===== config.mk =====
export PLATFORM = sky130hd
export DESIGN_NAME = ps2_dev_tx
export DESIGN_NICKNAME = d
export VERILOG_FILES = /design/src/rtl/ps2_dev_tx.sv
export SDC_FILE = /design/constraint.sdc
export NUM_CORES = 1
export LEC_CHECK = 0
export CORE_UTILIZATION = 55
export CTS_BUF_LIST = sky130_fd_sc_hd__clkbuf_2
export CTS_CLUSTER_SIZE = 28
export DETAILED_ROUTE_END_ITERATION = 10
export PLACE_DENSITY_LB_ADDON = 0.1
export SLEW_MARGIN = 0
export SYNTH_ARGS = -nofsm -noshare
export SYNTH_HDL_FRONTEND = slang
export SYNTH_SLANG_ARGS = --single-unit

===== constraint.sdc =====
create_clock -name clk -period 2.1 [get_ports clk]
set_clock_uncertainty 0.2 [all_clocks]
set_input_delay 0.63 -clock clk [delete_from_list [all_inputs] [get_ports clk]]
set_output_delay 0.63 -clock clk [all_outputs]
set_load 0.02 [all_outputs]

===== src/rtl/ps2_dev_tx.sv =====
// PS/2 device-side frame generator: one byte per handshake, device-timed ps2clk/ps2data.
// Optional build macro PS2_PARITY_INJ_EN adds a parity_flip input for parity error injection.
module ps2_dev_tx #(
  parameter int CLK_DIV    = 1000,
  parameter int GAP_CYCLES = 2000
) (
  input  logic       clk,
  input  logic       reset_n,
  input  logic [7:0] tx_data,
  input  logic       tx_valid,
  output logic       tx_ready,
  input  logic       inhibit,
`ifdef PS2_PARITY_INJ_EN
  input  logic       parity_flip,
`endif
  output logic       ps2clk,
  output logic       ps2data,
  output logic       busy,
  output logic       tx_done
);

  // state  | meaning
  // S_IDLE | lines released, waiting for an accepted byte
  // S_HIGH | ps2clk high half of a bit slot, data presented
  // S_LOW  | ps2clk low half of a bit slot, receiver samples here
  // S_GAP  | lines released, mandatory idle time before next accept
  typedef enum logic [1:0] {
    S_IDLE,
    S_HIGH,
    S_LOW,
    S_GAP
  } state_t;

  localparam int DIV_W = (CLK_DIV > 1) ? $clog2(CLK_DIV) : 1;
  localparam int GAP_W = (GAP_CYCLES > 1) ? $clog2(GAP_CYCLES) : 1;
  localparam logic [DIV_W-1:0] DIV_LAST = DIV_W'(CLK_DIV - 1);
  localparam logic [GAP_W-1:0] GAP_LAST = GAP_W'(GAP_CYCLES - 1);

  state_t           state_q, state_d;
  logic [10:0]      shreg_q, shreg_d;
  logic [3:0]       bit_cnt_q, bit_cnt_d;
  logic [DIV_W-1:0] div_cnt_q, div_cnt_d;
  logic [GAP_W-1:0] gap_cnt_q, gap_cnt_d;
  logic             par_bit;
  logic             accept;
  logic             div_end;

`ifdef PS2_PARITY_INJ_EN
  assign par_bit = (~^tx_data) ^ parity_flip;
`else
  assign par_bit = ~^tx_data;
`endif

  assign tx_ready = (state_q == S_IDLE) & ~inhibit;
  assign accept   = tx_valid & tx_ready;
  assign busy     = (state_q != S_IDLE);
  assign div_end  = (div_cnt_q == DIV_LAST);

  // Lines are decoded straight from state so an async reset releases them at once.
  assign ps2clk  = (state_q != S_LOW);
  assign ps2data = ((state_q == S_HIGH) || (state_q == S_LOW)) ? shreg_q[0] : 1'b1;

  always_ff @(posedge clk or negedge reset_n) begin
    if (!reset_n) begin
      state_q   <= S_IDLE;
      shreg_q   <= '1;
      bit_cnt_q <= '0;
      div_cnt_q <= '0;
      gap_cnt_q <= '0;
    end else begin
      state_q   <= state_d;
      shreg_q   <= shreg_d;
      bit_cnt_q <= bit_cnt_d;
      div_cnt_q <= div_cnt_d;
      gap_cnt_q <= gap_cnt_d;
    end
  end

  always_comb begin
    state_d   = state_q;
    shreg_d   = shreg_q;
    bit_cnt_d = bit_cnt_q;
    div_cnt_d = div_cnt_q;
    gap_cnt_d = gap_cnt_q;
    tx_done   = 1'b0;
    unique case (state_q)
      S_IDLE: begin
        if (accept) begin
          shreg_d   = {1'b1, par_bit, tx_data, 1'b0};
          bit_cnt_d = '0;
          div_cnt_d = '0;
          state_d   = S_HIGH;
        end
      end
      S_HIGH: begin
        if (div_end) begin
          div_cnt_d = '0;
          state_d   = S_LOW;
        end else begin
          div_cnt_d = div_cnt_q + DIV_W'(1);
        end
      end
      S_LOW: begin
        if (div_end) begin
          div_cnt_d = '0;
          if (bit_cnt_q == 4'd10) begin
            tx_done   = 1'b1;
            gap_cnt_d = '0;
            state_d   = S_GAP;
          end else begin
            // Fill with ones so the line idles high once the stop bit has gone.
            shreg_d   = {1'b1, shreg_q[10:1]};
            bit_cnt_d = bit_cnt_q + 4'd1;
            state_d   = S_HIGH;
          end
        end else begin
          div_cnt_d = div_cnt_q + DIV_W'(1);
        end
      end
      S_GAP: begin
        if (gap_cnt_q == GAP_LAST) begin
          gap_cnt_d = '0;
          state_d   = S_IDLE;
        end else begin
          gap_cnt_d = gap_cnt_q + GAP_W'(1);
        end
      end
      default: state_d = S_IDLE;
    endcase
  end

endmodule


==> run_results.csv <==
group,metric,value,unit
outcome,status,"finished with violations",
outcome,violations,"setup timing",
worst_setup_path,cp-end-kind,"primary output",
yosys,synth-async-reset-ratio,100,%
yosys,syn_area,2240,um2
floorplan,io-pin-count,17,
yosys,synth.distinct_cells,53,
timing,rsz0062_at_grt,"yes",
timing,max_freq,386,MHz
yosys,synth_compound_area_share,15.9,%
power,powerDensity,1370,nW/um2
layout,seq_area,942,um2
layout,n_fill_cell,78,
floorplan,start_util,59.1,%
yosys,synth_edf_count,0,
timing,period_minus_slack,2.59,ns
layout,antenna_cells,0,
routing,via_per_inst,7.29,
yosys,synth_adder_area_share,5.02,%
clocking,cts_sinks,37,
routing,ant_nets,0,
worst_setup_path,path_class,"reg -> out",
yosys,yosys_most_used_dff,"dfrtp_1",
yosys,syn_nets,240,
clocking,clock-root-buffer,"clkbuf_2",
worst_setup_path,start_kind,"flop",
timing,slew_headroom,54.5,%
timing,fin_crit_sh,123,%
floorplan,rows,22,
clocking,cts_htree_levels,2,
yosys,ys_ff_latch,37,
floorplan,die-area,4340,um2
global_route,grtUsageTotal,39.4,%
timing,worst_slew_pin_slew,0.678,ns
clocking,clk_latency,0.39,ns
floorplan,die_w,65.9,um
routing,num_vias,2667,
layout,drive_gt1_share,55.0,%
placed_design,hpwl,4.00,mm
job,drv_cap,0,
worst_setup_path,worstPathMaxFanout,2,
timing,finalHoldViolations,0,
routing,wl,10.4,mm
global_route,first_global_vias,2467,
yosys,yosys.area_share.xor_xnor,5.07,%
global_route,antenna_found_initial,0,
clocking,cts_hold_buf,0,
power,p_leak,0.00156,uW
placed_design,dp_slack,-0.663,ns
routing,drcViolationCount,0,
routing,drt_pass1_iterations,7,
clocking,cts-buffers-inserted,5,
floorplan,core-area,3800,um2
placed_design,portBuffers,16,
clocking,path_clk_slew,0.22,ns
placed_design,gp_congestion,0.880,
yosys,synthSimpleGateAreaFrac,18.8,%
global_route,grt-ovfl-total,0,
worst_setup_path,arrival,1.76,ns
layout,final_area,3660,um2
power,peakVddDrop,1.15,mV
placed_design,placed_area,2840,um2
clocking,ctsLongestPathBuffers,2,
routing,routedWlPerCell,28.4,um
yosys,synth_area_per_cell,10.2,um2
yosys,synth_top_family_by_area,"simple AND/OR/NAND/NOR gates",
floorplan,fp.dieH,65.9,um
global_route,grt_max_degree,38,
layout,multiInputGateArea,1620,um2
yosys,synth_cells,219,
global_route,grt_pass1_wl,12.6,mm
clocking,cts_tree,"done",
routing,drtIter0Drc,484,
yosys,yosysSeqAreaShare,41.8,%
yosys,synthMuxAreaShare,9.87,%
timing,final.setup.worst_slack,-0.492,ns
layout,syn_to_final_growth,62.9,%
timing,setup_viol,35,
yosys,yosysWarningCount,0,
timing,drv_slew,0,
worst_setup_path,worst_ep_required_time,1.27,ns
worst_hold_path,min_path_type,"reg -> reg",
layout,layout.nets,338,
## repair_timing
item	in CTS	in global routing
pin swaps	16	25
buffers inserted	23	16
gates resized for setup	98	45
setup endpoints to repair	37	41
endpoints found under the hold margin	0	0
gates cloned	2	0
## through the flow
stage          power, uW  hold slack (ns)  setup TNS [ns]  cells  utilization [%]
3_3_place_gp        2800            0.263          -11.20    330             74.7
3_5_place_dp        2890            0.278          -12.95    330             74.7
5_1_grt             5140            0.359           -8.23    366             96.3
6_report            5020            0.356           -6.22    366             96.3
4_1_cts             4070            0.299           -1.70    355             89.5
2_1_floorplan       2120            0.134               0    219                -
## path summary, 6_finish.rpt
kind                                     startpoint  slack, ns  depth (start not counted)                        to
max                          state_q[0]$_DFFE_PN0P_      -0.49                          6                   tx_done
min                        gap_cnt_q[9]$_DFFE_PN0P_       0.36                          1  gap_cnt_q[9]$_DFFE_PN0P_
max reg2reg                  state_q[0]$_DFFE_PN0P_      -0.29                         10  div_cnt_q[7]$_DFFE_PN0P_
min reg2reg                gap_cnt_q[9]$_DFFE_PN0P_       0.36                          1  gap_cnt_q[9]$_DFFE_PN0P_
max in group asynchronous                   reset_n       1.04                          2    shreg_q[2]$_DFFE_PN1P_
min in group asynchronous                   reset_n       0.37                          2  div_cnt_q[0]$_DFFE_PN0P_
## cells by family (layout without fill, tap and decap cells)
logic type | Yosys count | in the layout
AND/OR/NAND/NOR | 77 | 77
AO/OA/AOI/OAI | 46 | 47
flip-flops | 37 | 37
multiplexers | 20 | 20
buffers and inverters | 17 | 115
XOR/XNOR | 13 | 13
adder cells (fa/ha/maj) | 9 | 9
## flip-flops by register name, summed over array words and instances (netlist names)
| register | flops |
|---|---|
| state_q | 2 |
| bit_cnt_q | 4 |
| gap_cnt_q | 11 |
| div_cnt_q | 10 |
| shreg_q | 10 |
## synth_stat cells, types with 3 or more instances
cell type,n,area share [%]
a2111oi_0,3,1.2
a21oi_1,5,1.1
a221o_1,3,1.3
a22o_1,4,1.6
a31oi_1,4,1.1
and3_1,3,0.84
dfrtp_1,27,30
dfstp_2,10,12
ha_1,9,5.0
inv_1,13,2.2
mux2_2,17,8.5
mux2i_1,3,1.3
nand2_1,16,2.7
nand3_1,14,3.1
nand4_1,4,1.1
nor2_1,15,2.5
nor3_1,6,1.3
o21ai_0,6,1.3
xnor2_1,12,4.7
## cell type report
class / instances / share of cell area [%]
multi-input combinational: 166 / 44.2
inverter: 13 / 1.88
clock buffer: 5 / 0.684
tap: 48 / 1.64
sequential: 37 / 25.8
clock inverter: 3 / 1.13
timing repair buffer: 94 / 24.7
## report_power, final
group          leakage [uW]  internal, uW  switching (uW)
Sequential         0.000466           972             167
Clock             0.0000366           197             262
Combinational       0.00106          1690            1730
## critical path, stage by stage (launching register included)
cell,delay (ns)
dfrtp_1,0.46
inv_2,0.09
ha_4,0.13
and4b_1,0.25
nand4_1,0.20
inv_2,0.13
buf_6,0.12
## layout by cell type, fill, tap and decap left out, types with 5 or more instances in the layout
master and count:
mux2_2 15, ha_4 5, clkbuf_2 5, nand3_1 11
buf_12 5, clkdlybuf4s50_1 11, dfstp_2 10, xnor2_1 9
inv_1 7, nor2_1 11, dfrtp_1 24, buf_4 56
nand2_1 14, buf_6 20
## metal layers
| layer | GRT usage (%) | part of all wire [%] |
|---|---|---|
| met1 | 45.4 | 34 |
| met2 | 68.4 | 44 |
| met3 | 7.76 | 12 |
| met4 | 20.7 | 9.6 |
| met5 | 0 | 0 |
No activity file was read; power rests on OpenSTA's default activity.
